<file path="config.mk">
export PLATFORM = sky130hd
export DESIGN_NAME = uart_tx_arbiter
export DESIGN_NICKNAME = d
export VERILOG_FILES = /design/src/rtl/uart_tx_arbiter.sv
export SDC_FILE = /design/constraint.sdc
export NUM_CORES = 1
export LEC_CHECK = 0
export BUFFER_PORTS_ARGS = -buffer_cell sky130_fd_sc_hd__buf_4
export CORE_MARGIN = 2
export CORE_UTILIZATION = 52
export DETAILED_ROUTE_END_ITERATION = 12
export PLACE_DENSITY = 0.89
export SLEW_MARGIN = 30
export SYNTH_ARGS = -nofsm -noshare
export SYNTH_HDL_FRONTEND = slang
export SYNTH_SLANG_ARGS = --single-unit
</file>
<file path="constraint.sdc">
create_clock -name clk -period 5.3 [get_ports clk]
set_input_delay 0.265 -clock clk [delete_from_list [all_inputs] [get_ports clk]]
set_output_delay 0.265 -clock clk [all_outputs]
set_load 0.05 [all_outputs]
</file>
<file path="src/rtl/uart_tx_arbiter.sv">
// uart_tx_arbiter: round-robin arbiter that shares one UART TX serializer
// between NUM_REQ byte producers. Each accepted byte is launched with a
// one-cycle tx_data_valid pulse. The arbiter then follows tx_busy, and it
// drops the byte if the serializer never starts.
// Optional feature: define UART_ARB_LOCK_EN to let a requester hold its grant
// across several bytes with req_lock.
module uart_tx_arbiter #(
  parameter  int NUM_REQ = 4,
  parameter  int BUSY_TO = 16,
  localparam int IDW     = $clog2(NUM_REQ)
) (
  input  logic                 clk,
  input  logic                 rst,
  input  logic [NUM_REQ-1:0]   req_valid,
  input  logic [8*NUM_REQ-1:0] req_data,
  input  logic [NUM_REQ-1:0]   req_lock,
  output logic [NUM_REQ-1:0]   req_ready,
  output logic [7:0]           tx_p_data,
  output logic                 tx_data_valid,
  input  logic                 tx_busy,
  output logic [IDW-1:0]       gnt_id,
  output logic                 gnt_active,
  output logic                 busy_timeout
);

  // The counter only has to reach BUSY_TO-2. The timeout fires on the edge
  // where the count would become BUSY_TO-1.
  localparam int CW = (BUSY_TO > 2) ? $clog2(BUSY_TO - 1) : 1;

  typedef enum logic [1:0] {IDLE, LAUNCH, WAIT_BUSY, WAIT_DONE} state_e;

  state_e         state_q, state_d;
  logic [CW-1:0]  cnt_q, cnt_d;
  logic [7:0]     tx_p_data_q, tx_p_data_d;
  logic           tx_data_valid_q, tx_data_valid_d;
  logic [IDW-1:0] gnt_id_q, gnt_id_d;
  logic           gnt_active_q, gnt_active_d;
  logic           busy_timeout_q, busy_timeout_d;
  logic [IDW-1:0] last_gnt_q, last_gnt_d;

  logic           found;
  logic [IDW-1:0] win;
  logic [IDW:0]   sum;

`ifdef UART_ARB_LOCK_EN
  logic           lock_q, lock_d;
`else
  logic           unused_lock;
  assign unused_lock = ^req_lock;
`endif

  // Pick the first valid requester after last_gnt, wrapping modulo NUM_REQ.
  always_comb begin
    found = 1'b0;
    win   = '0;
    sum   = '0;
    for (int k = 1; k <= NUM_REQ; k++) begin
      sum = {1'b0, last_gnt_q} + (IDW+1)'(k);
      if (sum >= (IDW+1)'(NUM_REQ)) sum = sum - (IDW+1)'(NUM_REQ);
      if (!found && req_valid[sum[IDW-1:0]]) begin
        found = 1'b1;
        win   = sum[IDW-1:0];
      end
    end
`ifdef UART_ARB_LOCK_EN
    // A locked grant only lets the current owner back in.
    if (lock_q) begin
      found = req_valid[gnt_id_q];
      win   = gnt_id_q;
    end
`endif
  end

  // Next-state logic and the ready strobe. Ready is raised only in IDLE, and
  // only while no frame from any source is on the line.
  always_comb begin
    state_d         = state_q;
    cnt_d           = cnt_q;
    tx_p_data_d     = tx_p_data_q;
    tx_data_valid_d = 1'b0;
    gnt_id_d        = gnt_id_q;
    gnt_active_d    = gnt_active_q;
    busy_timeout_d  = 1'b0;
    last_gnt_d      = last_gnt_q;
    req_ready       = '0;
`ifdef UART_ARB_LOCK_EN
    lock_d          = lock_q;
`endif
    case (state_q)
      IDLE: begin
        if (rst && found && !tx_busy) begin
          req_ready[win]  = 1'b1;
          tx_p_data_d     = req_data[8*win +: 8];
          gnt_id_d        = win;
          gnt_active_d    = 1'b1;
          tx_data_valid_d = 1'b1;
          state_d         = LAUNCH;
`ifdef UART_ARB_LOCK_EN
          lock_d          = req_lock[win];
`endif
        end
      end
      LAUNCH: begin
        cnt_d   = '0;
        state_d = WAIT_BUSY;
      end
      WAIT_BUSY: begin
        if (tx_busy) begin
          state_d = WAIT_DONE;
        end else if (cnt_q == CW'(BUSY_TO - 2)) begin
          // The serializer never started: drop the byte and free the line.
          busy_timeout_d = 1'b1;
          gnt_active_d   = 1'b0;
          last_gnt_d     = gnt_id_q;
          state_d        = IDLE;
`ifdef UART_ARB_LOCK_EN
          lock_d         = 1'b0;
`endif
        end else begin
          cnt_d = cnt_q + CW'(1);
        end
      end
      WAIT_DONE: begin
        if (!tx_busy) begin
          gnt_active_d = 1'b0;
          last_gnt_d   = gnt_id_q;
          state_d      = IDLE;
        end
      end
      default: state_d = IDLE;
    endcase
  end

  // State and registered outputs. last_gnt resets to NUM_REQ-1 so that
  // requester 0 wins first.
  always_ff @(posedge clk or negedge rst) begin
    if (!rst) begin
      state_q         <= IDLE;
      cnt_q           <= '0;
      tx_p_data_q     <= '0;
      tx_data_valid_q <= 1'b0;
      gnt_id_q        <= '0;
      gnt_active_q    <= 1'b0;
      busy_timeout_q  <= 1'b0;
      last_gnt_q      <= IDW'(NUM_REQ - 1);
`ifdef UART_ARB_LOCK_EN
      lock_q          <= 1'b0;
`endif
    end else begin
      state_q         <= state_d;
      cnt_q           <= cnt_d;
      tx_p_data_q     <= tx_p_data_d;
      tx_data_valid_q <= tx_data_valid_d;
      gnt_id_q        <= gnt_id_d;
      gnt_active_q    <= gnt_active_d;
      busy_timeout_q  <= busy_timeout_d;
      last_gnt_q      <= last_gnt_d;
`ifdef UART_ARB_LOCK_EN
      lock_q          <= lock_d;
`endif
    end
  end

  assign tx_p_data     = tx_p_data_q;
  assign tx_data_valid = tx_data_valid_q;
  assign gnt_id        = gnt_id_q;
  assign gnt_active    = gnt_active_q;
  assign busy_timeout  = busy_timeout_q;

endmodule

</file>
## Word-level counts from Yosys, hierarchy flattened

Cells that the tools add are included.

- Shifts and indexed selects: 1
- Muxes and demuxes: 46
- Magnitude comparators: 10
- Equality and inequality tests: 10
- Reduce and logical (&&, ||, !) cells: 19
- Add/subtract/negate cells: 9

Operators with widths:

| operator | count |
|---|---|
| $shiftx A32 B6 Y8 | 1 |
| $mux W2 | 15 |
| $mux W1 | 18 |
| $mux W4 | 4 |
| $lt A2 B3 Y1 const B | 5 |
| $ge A3 B3 Y1 const B | 4 |
| $ne A2 B2 Y1 const B | 5 |
| $bmux W1 S2 | 4 |
| $pmux W2 S4 | 1 |
| $pmux W4 S2 | 1 |
| $sub A2 B1 Y2 const B | 4 |
| $add A2 B2 Y3 const B | 2 |
| $logic_and A1 B1 Y1 | 6 |
| $reduce_and A3 Y1 | 2 |
| $reduce_and A5 Y1 | 1 |
| $add A4 B1 Y4 const B | 1 |
| $eq A2 B2 Y1 const B | 2 |
| $eq A4 B4 Y1 const B | 1 |
| $logic_not A1 Y1 | 4 |
| $pmux W2 S2 | 1 |
| $reduce_and A4 Y1 | 1 |
| $reduce_bool A2 Y1 | 2 |
| $add A2 B1 Y3 const B | 1 |
| $add A2 B3 Y3 const B | 1 |
| other kinds (8) | 8 |

- Bits of input ports: 43
- Logic and storage cells: 103
- Output and inout port bits: 17
- Register bits: 21

## Depth between registers and ports, before layout

- Depth in word-level cells: 21
- Gate-level depth with buffers: 9
- Depth with buffers taken out: 7

## Worst setup path before layout

No wires, ideal clock.

- Path kind: reg-to-output
- Start point: register state_q[0]
- End point: output port req_ready[3]
- Required time: 5.035 ns
- Stages on the path, launching flop included: 9
- Slack: 2.866 ns
- Data arrival time: 2.169 ns
- Buffers on the path: 2
- Cells stage by stage: dfrtp_1 -> inv_1 -> ha_1 -> or3b_4 -> inv_2 -> buf_6 -> buf_8 -> nand2_1 -> nor2b_1

- Word-level cells in the longest chain between the ends: 2

Ends and longest elaborated chain:

| element | RTL line | source |
|---|---|---|
| start, declared | 32 | `state_e state_q, state_d;` |
| start signal, assigned | 150 | `state_q <= state_d;` |
| $logic_not A2 Y1 | 89 | `case (state_q)` |
| $mux W4 | 89 |  |
| end, declared | 17 | `output logic [NUM_REQ-1:0] req_ready,` |

Every way passes these cells.

## Worst setup path after layout

- Start point: input port rst
- End point: output port req_ready[1]

- Word-level cells in the longest chain between the ends: 4

Ends and longest elaborated chain:

| element | RTL line | source |
|---|---|---|
| start, declared | 13 | `input logic rst,` |
| $logic_and A1 B1 Y1 (2 in series) | 91 | `if (rst && found && !tx_busy) begin` |
| $mux W4 | 91 |  |
| $mux W4 | 89 |  |

Every way passes these cells.

==> metrics.md <==
| Metric | Value |
|---|---|
| Status | `finished clean` |
| Crit path max fanout | `22` |
| Critical Path Source Type | `input port` |
| Fillers | `roughly 210` |
| Final period util | `0.583` |
| Avg Inst Size Synth | `9.59 um^2` |
| 1st-iter DRT viols | `32` |
| GR Util All Layers | `0.221` |
| HP Start | `req_data[6]` |
| Mapped Cells | `152` |
| Die H | `approximately 57 um` |
| Synth cell types | `36` |
| Clock Skew | `0.00378 ns` |
| Max-cap violation count | `0` |
| Maximum VDD drop | `about 0.00036 V` |
| Layout Nets | `254` |
| GR Layer Usage met2 | `0.368` |
| PD cells | `490 nW/um^2` |
| Asr flop ratio synth | `1.00` |
| Clock Sinks | `21` |
| Seq/Total Area, Yosys | `0.362` |
| Hpwl dp | `2580 um` |
| Hold crit path type | `in -> reg` |
| RSZ-0062 raised after global routing | `no` |
| Final Critical Period | `~3 ns` |
| GR peak layer | `met2` |
| CTS H-tree lvls | `1` |
| Post-Place Cells | `229` |
| Leading cell type in the layout, fill and taps excluded | `buf_4` |
| Main synth FF type | `dfrtp_1` |
| Syn nets | `202` |
| First-pass GRT wire length | `5560 um` |
| IO Pins | `60` |
| Syn Std Cell Area | `1460 um^2` |
| Most frequent cells in the layout | `buf_4, dfrtp_1, nand3_1` |
| Total number of vias | `roughly 1300` |
| CTS tree | `yes` |
| Final WL | `3410 um` |
| Arrival time worst endpoint | `2.82 ns` |
| Worst setup EP type | `output pin` |
| EDFF count, synth | `0` |
| Ys Warns | `0` |
| Max-slew violation count | `0` |
| Layout area overhead | `30.2%` |
| Met1 GRT Util | `0.258` |
| Setup Crit Path Kind | `in -> out` |
| CP max-delay cell | `dlygate4sd3_1` |
| Max Fclk | `between 0.3 and 0.4 GHz` |
| Worst rel slew slack | `0.494` |
| CTS clk-pin slew, worst paths | `0.12 ns` |
| Setup Viol. Count Final | `0` |
| CP Cell Sequence | `dlygate4sd3_1 -> buf_4 -> o41ai_2 -> or3b_4 -> inv_2 -> nand2b_1 -> nor2b_1 -> buf_4` |
| Clk root buf | `clkbuf_4` |
| Port bufs | `55` |
| CP Launch Point | `rst` |
| Antenna violations before repair | `0` |
| Clock Path Buffers | `2` |
| Num CTS Buffers | `3` |
| Largest stage delay on the critical path | `about 0.53 ns` |
| Number of synthesized register bits | `21` |
| Hold Fails Final Rpt | `0` |
| GP Congestion | `0.822` |
| Pin count of the biggest net entering global routing | `23` |
| Setup TNS | `0 ns` |
| First drt pass iteration count | `4` |
| Vias in the first global route | `1307` |
| Non-Filler Instances | `between 200 and 250` |
| Worst r2r src | `state_q[0]` |
| M3 GR Usage | `0.0522` |
| Residual DRC | `0` |
| Gr ovfl total | `0` |
| Vias per std cell | `5.76` |
| Die ar. | `approximately 3200 um^2` |
| Leakage power | `0.922 nW` |
| Number of diodes | `0` |
| DIE WIDTH | `56.9 um` |
| Crit path required time | `a little over 5 ns` |
| Share of layout cells above drive strength 1 | `0.414` |
| Post-route ant nets | `0` |
| Routed WL per cell | `14.6 um` |
| Core area | `2710 um^2` |
| Clk_lat worst skew | `between 0.3 and 0.4 ns` |
| Postcts setup bufs | `0` |
| Cell mode on critical path | `buf_4` |
| Starting Density | `0.538` |
| Row count | `19` |
| Pin slew with the least headroom to its limit | `0.757 ns` |
-- kinds of logic (layout without fill, tap and decap cells) --
logic type / after synthesis / after routing / share of synthesized area
buffers and inverters: 13 / 64 / 0.0532
muxes: 21 / 21 / 0.154
DFF: 21 / 21 / 0.362
and+or+nand+nor: 62 / 62 / 0.203
AOI/OAI and AO/OA: 26 / 26 / 0.156
xor gates and xnor gates: 2 / 2 / 0.0120
adders and majority gates: 7 / 7 / 0.0601
-- worst paths after layout --
kind,to,slack (ns),cells past startpoint
worst max-delay path,req_ready[1],2.21,8
worst min-delay path,tx_p_data[6],0.25,3
worst max register to register,tx_p_data[0],2.96,6
worst min register to register,tx_p_data[7],0.52,2
max in group asynchronous,last_gnt_q[0],4.66,2
min in group asynchronous,tx_p_data[7],0.37,2
-- report_power, final --
group          leakage (nW)  internal [mW]  switching (mW)
logic                 0.645          0.216           0.351
registers             0.263          0.228          0.0533
clock network        0.0139         0.0288          0.0519
total                 0.922          0.474           0.456
-- worst max-delay path: cells and delay by family --
family | cells | cell delay (ns)
AND/OR/NAND/NOR | 3 | 1.08
AO/OA/AOI/OAI | 1 | 0.16
buffers and inverters | 4 | 1.30
-- repair_timing --
item	4_1_cts	5_1_grt
hold buffers	1	0
resized for setup	0	0
hold endpoints to repair	19	0
-- registers in the layout, indices dropped and copies added (netlist names) --
name	cells
tx_data_valid	1
cnt_q	4
gnt_id	2
tx_p_data	8
gnt_active	1
state_q	2
last_gnt_q	2
busy_timeout	1
-- synth_stat cells, types with 2 or more instances --
master / instances / area, um^2
xor2_1: 2 / 17.5
ha_1: 7 / 87.6
nor2b_1: 3 / 18.8
o211ai_2: 7 / 87.6
mux2i_1: 10 / 100
buf_4: 2 / 15.0
nand2_1: 17 / 63.8
o21ai_0: 2 / 10.0
clkbuf_1: 3 / 11.3
buf_2: 2 / 10.0
a21oi_1: 5 / 25.0
dfrtp_1: 19 / 475
a22o_1: 2 / 17.5
mux2_2: 11 / 124
nand3_1: 18 / 90.1
inv_1: 3 / 11.3
nand2b_1: 5 / 31.3
o22a_1: 2 / 17.5
nor2_1: 14 / 52.6
dfstp_2: 2 / 52.6
-- per-stage QoR --
| step | area (um^2) | setup WS, ns | hold WS [ns] | util | power [mW] |
|---|---|---|---|---|---|
| CTS | 1900 | 2.20 | 0.246 | 0.700 | 0.935 |
| detailed placement | 1860 | 2.73 | 0.167 | 0.686 | 0.854 |
| global route | 1900 | 1.99 | 0.238 | 0.700 | 0.992 |
| global placement | 1850 | 2.76 | 0.167 | 0.683 | 0.819 |
| floorplan | 1460 | 2.87 | -0.0306 | - | 0.701 |
| finish | 1900 | 2.21 | 0.250 | 0.700 | 0.930 |
-- layout make-up --
class	instances	area, um^2	share of cell area
timing repair buffer	56	423	0.223
inverter	4	15.0	0.00791
sequential	21	528	0.278
clock buffer	3	22.5	0.0119
multi-input combinational	118	863	0.455
tap	31	38.8	0.0204
clock inverter	1	7.51	0.00396
-- metal layers --
metal	part of all wire	wire length, um
met5	0	0
met4	0.033	111
met3	0.076	260
met2	0.49	1670
met1	0.40	1370
Note: power is estimated with default switching activity, not from simulation.
